<file path="config.mk">
export PLATFORM = sky130hd
export DESIGN_NAME = rgb_frame_source
export DESIGN_NICKNAME = d
export VERILOG_FILES = /design/src/rtl/rgb_frame_source.sv
export SDC_FILE = /design/constraint.sdc
export NUM_CORES = 1
export LEC_CHECK = 0
export BUFFER_PORTS_ARGS = -buffer_cell sky130_fd_sc_hd__buf_2
export CAP_MARGIN = 25
export CORE_MARGIN = 2
export CORE_UTILIZATION = 35
export DETAILED_ROUTE_END_ITERATION = 7
export GPL_ROUTABILITY_DRIVEN = 1
export GPL_TIMING_DRIVEN = 0
export SLEW_MARGIN = 20
export SYNTH_ARGS = -nofsm -noshare
export SYNTH_HDL_FRONTEND = slang
export SYNTH_SLANG_ARGS = --single-unit
</file>
<file path="constraint.sdc">
create_clock -name pixclk -period 3.2 [get_ports pixclk]
set_input_delay 0.32 -clock pixclk [delete_from_list [all_inputs] [get_ports pixclk]]
set_output_delay 0.32 -clock pixclk [all_outputs]
set_load 0.02 [all_outputs]
</file>
<file path="src/rtl/rgb_frame_source.sv">
// rtl/rgb_frame_source.sv - raster RGB test-pattern source with programmable blanking
// Optional FRAME_CHECKSUM_EN adds a per-frame R+G+B checksum on frame_sum/sum_valid.
module rgb_frame_source #(
    parameter int IMG_WIDTH  = 400,
    parameter int IMG_HEIGHT = 300,
    parameter int HBLANK     = 16,
    parameter int VBLANK     = 64,
    parameter int CW         = 12
) (
    input  logic          pixclk,
    input  logic          reset,
    input  logic          start,
    input  logic          stop,
    input  logic [7:0]    num_frames,
    input  logic [1:0]    pattern_sel,
    output logic          oValid,
    output logic [7:0]    oRed,
    output logic [7:0]    oGreen,
    output logic [7:0]    oBlue,
    output logic          oSof,
    output logic          oEol,
    output logic          oEof,
    output logic [CW-1:0] oX,
    output logic [CW-1:0] oY,
    output logic          busy,
    output logic          done,
    output logic [7:0]    frame_cnt,
    output logic [31:0]   frame_sum,
    output logic          sum_valid
);

    localparam int BW  = IMG_WIDTH / 8;
    localparam int BCW = 16;

    localparam logic [CW-1:0]  X_LAST  = CW'(IMG_WIDTH - 1);
    localparam logic [CW-1:0]  Y_LAST  = CW'(IMG_HEIGHT - 1);
    localparam logic [CW-1:0]  BW_LAST = CW'(BW - 1);
    localparam logic [BCW-1:0] HB_LAST = BCW'(HBLANK - 1);
    localparam logic [BCW-1:0] VB_LAST = BCW'(VBLANK - 1);

    typedef enum logic [2:0] {
        S_IDLE,
        S_ACTIVE,
        S_HBLANK,
        S_VBLANK,
        S_DONE
    } state_t;

    state_t         state;
    state_t         state_n;
    logic [CW-1:0]  cx;
    logic [CW-1:0]  cy;
    logic [CW-1:0]  nx;
    logic [CW-1:0]  ny;
    logic [CW-1:0]  bar_pos;
    logic [CW-1:0]  pos_n;
    logic [2:0]     bar_idx;
    logic [2:0]     bar_n;
    logic [BCW-1:0] bcnt;
    logic [BCW-1:0] bcnt_n;
    logic [1:0]     pat_lat;
    logic [1:0]     pat_n;
    logic [7:0]     num_lat;
    logic [7:0]     fc_pix;
    logic [7:0]     ramp_v;
    logic [23:0]    rgb_n;
    logic           stop_pend;
    logic           emit;
    logic           sof_n;
    logic           fc_inc;
    logic           done_n;
    logic           run_end;

    always_comb begin
        state_n = state;
        emit    = 1'b0;
        nx      = '0;
        ny      = '0;
        bcnt_n  = bcnt;
        fc_inc  = 1'b0;
        done_n  = 1'b0;
        run_end = ((num_lat != 8'd0) && (frame_cnt == num_lat)) || stop_pend || stop;

        case (state)
            S_IDLE: begin
                if (start) begin
                    state_n = S_ACTIVE;
                    emit    = 1'b1;
                end
            end
            S_ACTIVE: begin
                if (cx == X_LAST) begin
                    if (cy == Y_LAST) fc_inc = 1'b1;
                    if (HBLANK > 0) begin
                        state_n = S_HBLANK;
                        bcnt_n  = '0;
                    end else if (cy == Y_LAST) begin
                        state_n = S_VBLANK;
                        bcnt_n  = '0;
                    end else begin
                        emit = 1'b1;
                        ny   = cy + 1'b1;
                    end
                end else begin
                    emit = 1'b1;
                    nx   = cx + 1'b1;
                    ny   = cy;
                end
            end
            S_HBLANK: begin
                if (bcnt == HB_LAST) begin
                    if (cy == Y_LAST) begin
                        state_n = S_VBLANK;
                        bcnt_n  = '0;
                    end else begin
                        state_n = S_ACTIVE;
                        emit    = 1'b1;
                        ny      = cy + 1'b1;
                    end
                end else begin
                    bcnt_n = bcnt + 1'b1;
                end
            end
            S_VBLANK: begin
                // The frame is always finished before a halt is honoured.
                if (bcnt == VB_LAST) begin
                    if (run_end) begin
                        state_n = S_DONE;
                        done_n  = 1'b1;
                    end else begin
                        state_n = S_ACTIVE;
                        emit    = 1'b1;
                    end
                end else begin
                    bcnt_n = bcnt + 1'b1;
                end
            end
            S_DONE:  state_n = S_IDLE;
            default: state_n = S_IDLE;
        endcase

        sof_n  = emit && (nx == '0) && (ny == '0);
        pat_n  = sof_n ? pattern_sel : pat_lat;
        fc_pix = (state == S_IDLE) ? 8'd0 : frame_cnt;
        ramp_v = fc_pix + nx[7:0];

        // Bar position tracked incrementally; bar 7 keeps counting to absorb the remainder.
        if (nx == '0) begin
            bar_n = 3'd0;
            pos_n = '0;
        end else if ((bar_pos == BW_LAST) && (bar_idx != 3'd7)) begin
            bar_n = bar_idx + 1'b1;
            pos_n = '0;
        end else begin
            bar_n = bar_idx;
            pos_n = bar_pos + 1'b1;
        end

        case (pat_n)
            2'd0:    rgb_n = {nx[7:0], ny[7:0], nx[7:0] ^ ny[7:0]};
            2'd1:    rgb_n = {{8{~bar_n[1]}}, {8{~bar_n[2]}}, {8{~bar_n[0]}}};
            2'd2:    rgb_n = (nx[4] ^ ny[4]) ? 24'h000000 : 24'hFFFFFF;
            default: rgb_n = {ramp_v, ramp_v, ramp_v};
        endcase
    end

    always_ff @(posedge pixclk) begin
        if (!reset) begin
            state     <= S_IDLE;
            cx        <= '0;
            cy        <= '0;
            bar_idx   <= '0;
            bar_pos   <= '0;
            bcnt      <= '0;
            pat_lat   <= '0;
            num_lat   <= '0;
            stop_pend <= 1'b0;
            frame_cnt <= '0;
            busy      <= 1'b0;
            done      <= 1'b0;
            oValid    <= 1'b0;
            oSof      <= 1'b0;
            oEol      <= 1'b0;
            oEof      <= 1'b0;
            oX        <= '0;
            oY        <= '0;
            oRed      <= '0;
            oGreen    <= '0;
            oBlue     <= '0;
        end else begin
            state <= state_n;
            bcnt  <= bcnt_n;
            done  <= done_n;
            busy  <= (state_n == S_ACTIVE) || (state_n == S_HBLANK) || (state_n == S_VBLANK);

            if (emit) begin
                cx      <= nx;
                cy      <= ny;
                bar_idx <= bar_n;
                bar_pos <= pos_n;
            end
            if (sof_n) pat_lat <= pattern_sel;

            if ((state == S_IDLE) && start) begin
                frame_cnt <= 8'd0;
                num_lat   <= num_frames;
            end else if (fc_inc) begin
                frame_cnt <= frame_cnt + 8'd1;
            end

            if ((state == S_IDLE) || (state == S_DONE)) stop_pend <= 1'b0;
            else if (stop)                              stop_pend <= 1'b1;

            oValid <= emit;
            oSof   <= sof_n;
            oEol   <= emit && (nx == X_LAST);
            oEof   <= emit && (nx == X_LAST) && (ny == Y_LAST);
            oX     <= nx;
            oY     <= ny;
            {oRed, oGreen, oBlue} <= emit ? rgb_n : 24'h000000;
        end
    end

`ifdef FRAME_CHECKSUM_EN
    logic [31:0] acc;
    logic [31:0] pix_sum;

    assign pix_sum = 32'(oRed) + 32'(oGreen) + 32'(oBlue);

    always_ff @(posedge pixclk) begin
        if (!reset) begin
            acc       <= '0;
            frame_sum <= '0;
            sum_valid <= 1'b0;
        end else begin
            sum_valid <= 1'b0;
            if (oValid) begin
                acc <= (oSof ? 32'd0 : acc) + pix_sum;
                if (oEof) begin
                    frame_sum <= acc + pix_sum;
                    sum_valid <= 1'b1;
                end
            end
        end
    end
`else
    assign frame_sum = 32'd0;
    assign sum_valid = 1'b0;
`endif

endmodule

</file>
==> After elaboration in Yosys (flattened, before gate mapping) <==
Index checks and enable logic that the tools add are counted.
{ "word_totals": {"output_inout_bits": 95, "wordCells": 115, "inputBits": 14, "ff_bits": 131} }
{ "classes": {"muxes": 37, "reduce_logical": 23, "n_eq_ne": 21, "addsub": 7, "bitwise_logic": 6} }
{ "ops": {"columns": ["operator", "n"], "rows": [
  ["$mux W12", 7],
  ["$pmux W24 S3", 1],
  ["$mux W16", 4],
  ["$eq A12 B9 Y1 const B", 4],
  ["$pmux W16 S3", 1],
  ["$add A12 B1 Y12 const B", 3],
  ["$logic_not A12 Y1", 2],
  ["$mux W24", 1],
  ["$pmux W12 S2", 1],
  ["$mux W3", 7],
  ["$add A16 B1 Y16 const B", 1],
  ["$eq A16 B4 Y1 const B", 1],
  ["$eq A16 B6 Y1 const B", 1],
  ["$eq A12 B6 Y1 const B", 1],
  ["$eq A3 B2 Y1 const B", 4],
  ["$pmux W3 S4", 1],
  ["$mux W1", 10],
  ["$add A8 B1 Y8 const B", 1],
  ["$add A8 B8 Y8", 1],
  ["$eq A8 B8 Y1", 1],
  ["$mux W8", 1],
  ["$reduce_bool A8 Y1", 1],
  ["$xor A8 B8 Y8", 1],
  ["$logic_and A1 B1 Y1", 7],
  ["19 further kinds", 31]
]} }

==> Longest topological paths before layout <==
{ "logic_depth": {"depth_word": 12, "ltp_mapped": 16, "ltp_nobuf": 15} }

==> Least setup slack after synthesis <==
Ideal clock, no wire load.
{ "synth_path": {"path_type": "register -> register", "start": "register state[0]", "end": "register oRed[7]", "stages_incl_launch_ff": 16, "t_required_ns": 3.078, "setup_time_ns": 0.122, "n_path_buf": 1, "path_slack_ns": -0.186, "synth_period_minus_slack_ns": 3.386, "arrival_ns": 3.264, "cell_sequence": "dfxtp_1 > buf_2 > or3b_2 > a31oi_1 > nand2_1 > inv_1 > ha_1 > a21o_1 > a21oi_1 > nor2b_1 > o21a_1 > o21ai_0 > nand2b_1 > a21oi_1 > xnor2_1 > a221o_1"} }
{ "synth_between": {"elab_chain_len": 8, "elab_cells_between_ends": 23, "classes_between": "add/sub: 1; eq/ne: 5; mux: 8; bitwise: 2; reduce/logical: 7"} }
{ "synth_lines": {"columns": ["item", "line", "source"], "rows": [
  ["start: declaration", "49", "state_t state;"],
  ["start signal: assignment", "191", "state <= state_n;"],
  ["$eq A3 B1 Y1 (*)", "84", "case (state)"],
  ["$mux W12 (*)", "84", null],
  ["via nx[1]", "53", "logic [CW-1:0] nx;"],
  ["$logic_not A12 Y1", "142, 148", null],
  ["$logic_and A1 B1 Y1 (2 in a row)", "142", "sof_n = emit && (nx == '0) && (ny == '0);"],
  ["$mux W2", null, null],
  ["$eq A2 B2 Y1 (tied with other cells)", "159", "case (pat_n)"],
  ["$pmux W24 S3 (*)", "159", null],
  ["end signal: assignment", "220", "{oRed, oGreen, oBlue} <= emit ? rgb_n : 24'h000000;"],
  ["end: declaration", "17", "output logic [7:0] oRed,"]
]} }
The timed path passes the listed nets; every way through them passes the cells marked *.
A chain may end at the register's enable or synchronous reset.

==> Worst setup path in the final report <==
{ "layout_path": {"start": "register cx[0]", "end": "register oBlue[4]"} }
{ "layout_between": {"elab_chain_len": 9, "elab_cells_between_ends": 24, "classes_between": "add/sub: 2; eq/ne: 3; mux: 10; bitwise: 3; reduce/logical: 6"} }
{ "layout_lines": {"columns": ["item", "line", "source"], "rows": [
  ["start: declaration", "51", "logic [CW-1:0] cx;"],
  ["start signal: assignment", "197", "cx <= nx;"],
  ["$add A12 B1 Y12 or $eq A12 B9 Y1 (tied branches)", "106, 92", null],
  ["$mux W12", "92", "if (cx == X_LAST) begin"],
  ["$mux W12", "84", null],
  ["$logic_not A12 Y1", "142, 148", null],
  ["$logic_and A1 B1 Y1 (2 in a row)", "142", null],
  ["$mux W2", null, null],
  ["$eq A2 B2 Y1 (tied with other cells)", "159", null],
  ["$pmux W24 S3", "159", null],
  ["end signal: assignment", "220", null],
  ["end: declaration", "19", "output logic [7:0] oBlue,"]
]} }
Several ways; a longest one is shown, not always the timed one.

==> flow_summary.toml <==
[cts]
clock-sinks = 131
cts_buffers = 17
cts_max_level = 4
clk_latency_ns = 0.43
clockRootBuffer = "clkbuf_16"
cts_tree = "built"
clk_pin_slew_ns = 0.06
clockBufferDepth = 2

[placement]
place_ws_ns = -0.917
numPlacedInstances = 1122
io_buffers = 75
hpwl_microns = 13000
place_congestion = 0.873

[final_layout]
fin_cells = 1178
n_antenna_cell = 0
nFillCells = 1819
synthToLayoutAreaGrowth_pct = 29.4
fin_nets = 961
layout-drive-gt1-share = 0.272

[floorplan]
start_util = 0.357
fp.dieH_microns = 142
die_width_microns = 142
rows = 50
io_pins = 109
core_sq_um = 18700
dieArea_sq_um = 20200

[sta]
setup-tns-final_ns = -0.0155
layout_worst_path_cycle_share = 1.00
finalMaxSlewViolations = 0
rsz0062_at_grt = "true"
slew_headroom = 0.270
tightestPinTransition_ns = 1.08
finClkSkew_ns = 0.0118
setup_viol = 2
fmaxAchievable_mhz = 311
post-route-min-period_ns = 3.21
fin_ws_ns = -0.0134
hold_viol_final = 0

[setup_path]
path_max_fanout = 9
cp_cell_sequence = "clkbuf_2, nand4_1, nor3_1, xnor2_1, o211ai_1, o31ai_4, nand4_4, buf_12, mux2i_4, o22ai_2, a211o_1"
required_ns = 3.51
arrival_ns = 3.52
crit_type = "flop to flop"
crit_path_end_kind = "flop"
worst_path_largest_cell_delay_ns = 0.36
start_kind = "flop"
critPathSlowestCell = "o31ai_4"

[routing]
routed_wirelength_microns = 18600
drt-wirelength-per-cell_microns = 15.8
route.detailed.drc = 0
drt_iter0_drc = 343
wl_met1_microns = 8690
dr.pass1.iters = 5
via_per_inst = 4.99
routed.top_layer = "met4"
vias = 5877
wl_met2_microns = 8460
dr_wl_met3_microns = 958
ant_nets = 0

[synthesis]
synth-edff-count = 0
synth_seq_cells = 131
synth_area_sq_um = 6680
synth_cells = 781
async_flop_share = 0
ys_seq_area_frac = 0.392
syn_avg_cell_area_sq_um = 8.56
synth_top_area_cell = "dfxtp_1"
synth_cell_types = 69
ys.warnings.count = 0
synth.area.top_cells = "dfxtp_1, nor2_1, xor2_1"
synth_ff_type = "dfxtp_1"
synth_top_area_share = 0.392

[global_route]
grt_util_all_layers = 0.184
grt_max_degree = 17
grt_pass1_wl_microns = 28900
grt_pass1_vias = 5479
grt_overflow = 0
antenna_found_initial = 0

[pwr]
leakagePower_uw = 0.00375
p_per_area_nw_per_um2 = 471
irDropWorstVdd_uv = 400

[status]
outcome = "complete, but fails checks"
violations = "setup timing"

[job]
max_cap_violations = 0

[min_path]
hold_path.class = "input port to flop"
-- placed cells by master (no fill, tap or decap), drive strengths merged, types with 16 or more instances in the layout --
cell and n:
buf 148, dfxtp 131, nor2 98, nand2 73, a21oi 53, clkbuf 44
xor2 35, conb 33, xnor2 31, o21ai 22, nand3 20, inv 20
nor2b 17, nor3 17, nand4 16
-- Yosys cell counts (16+ instances only) --
cell and instances:
dfxtp_1 131, nor2_1 98, nand2_1 73, a21oi_1 53, buf_4 35, xor2_1 35
xnor2_1 31, clkbuf_1 29, o21ai_0 21, nand3_1 20, nor2b_1 17, inv_1 16
nor3_1 16
-- timing repair --
action,4_1_cts,5_1_grt
setup endpoints to repair,38,25
gates cloned,1,0
hold buffers,0,0
gates resized for setup,50,34
buffers inserted,19,11
pin swaps,17,10
-- area by class of cell --
class                           count  area [sq um]  share of cell area
Tap cell                          234           293              0.0339
Multi-Input combinational cell    589          3960               0.458
Buffer                             69           448              0.0518
Clock inverter                     14           129              0.0149
Sequential cell                   131          2640               0.306
Timing Repair Buffer              106           666              0.0770
Inverter                           17          63.8             0.00738
Clock buffer                       18           439              0.0508
-- power by group --
group / total (uW) / internal [uW] / switching (uW)
Combinational: 484 / 191 / 293
Clock: 1880 / 1090 / 788
Sequential: 1700 / 1680 / 24.7
-- registers in the layout, indices dropped and copies added, names as in the netlist --
name	count
oSof	1
state	3
oEof	1
cx	12
busy	1
oY	12
done	1
bar_pos	12
oBlue	8
oX	12
bcnt	16
frame_cnt	8
oRed	8
num_lat	8
cy	12
bar_idx	3
oEol	1
oValid	1
stop_pend	1
pat_lat	2
oGreen	8
-- stage by stage --
step                 util  hold WS (ns)  area (sq um)  power, uW
finish              0.462         0.132          8650       4070
CTS                 0.452         0.119          8460       4090
floorplan               -         0.440          6820       2030
global route        0.462         0.124          8650       4220
detailed placement  0.400         0.462          7490       2150
global placement    0.400         0.454          7490       2150
-- kinds of logic after synthesis --
group           Yosys count  share of synthesized area
buf+inv                  93                     0.0739
xor+xnor                 66                     0.0865
other cells               1                   0.000561
fa+ha+maj                16                     0.0311
compound gates          139                      0.142
mux                      10                     0.0189
flops                   131                      0.392
simple gates            325                      0.255
-- path summary, 6_finish.rpt --
kind	from	end	slack, ns	cells past startpoint
max	cx[0]$_SDFFE_PN0P_	oBlue[4]$_SDFF_PN0_	-0.01	11
min	num_frames[1]	num_lat[1]$_SDFFE_PN0P_	0.13	3
max reg2reg	cx[0]$_SDFFE_PN0P_	oBlue[4]$_SDFF_PN0_	-0.01	11
min reg2reg	stop_pend$_SDFFE_PP0P_	stop_pend$_SDFFE_PP0P_	0.48	2
-- per-layer routing --
layer	vias to the layer above	GRT usage
met1	2733	0.246
met4	0	0.0589
met5	-	0
met3	32	0.0485
met2	157	0.288
li1	2955	-
-- worst max-delay path: cells and delay by family, from the launching register on --
family | cells | cell delay [ns]
mux | 1 | 0.28
flops | 1 | 0.35
compound gates | 4 | 1.15
simple gates | 3 | 0.68
xor+xnor | 1 | 0.24
buf+inv | 2 | 0.39
(Power assumes the default switching activity.)
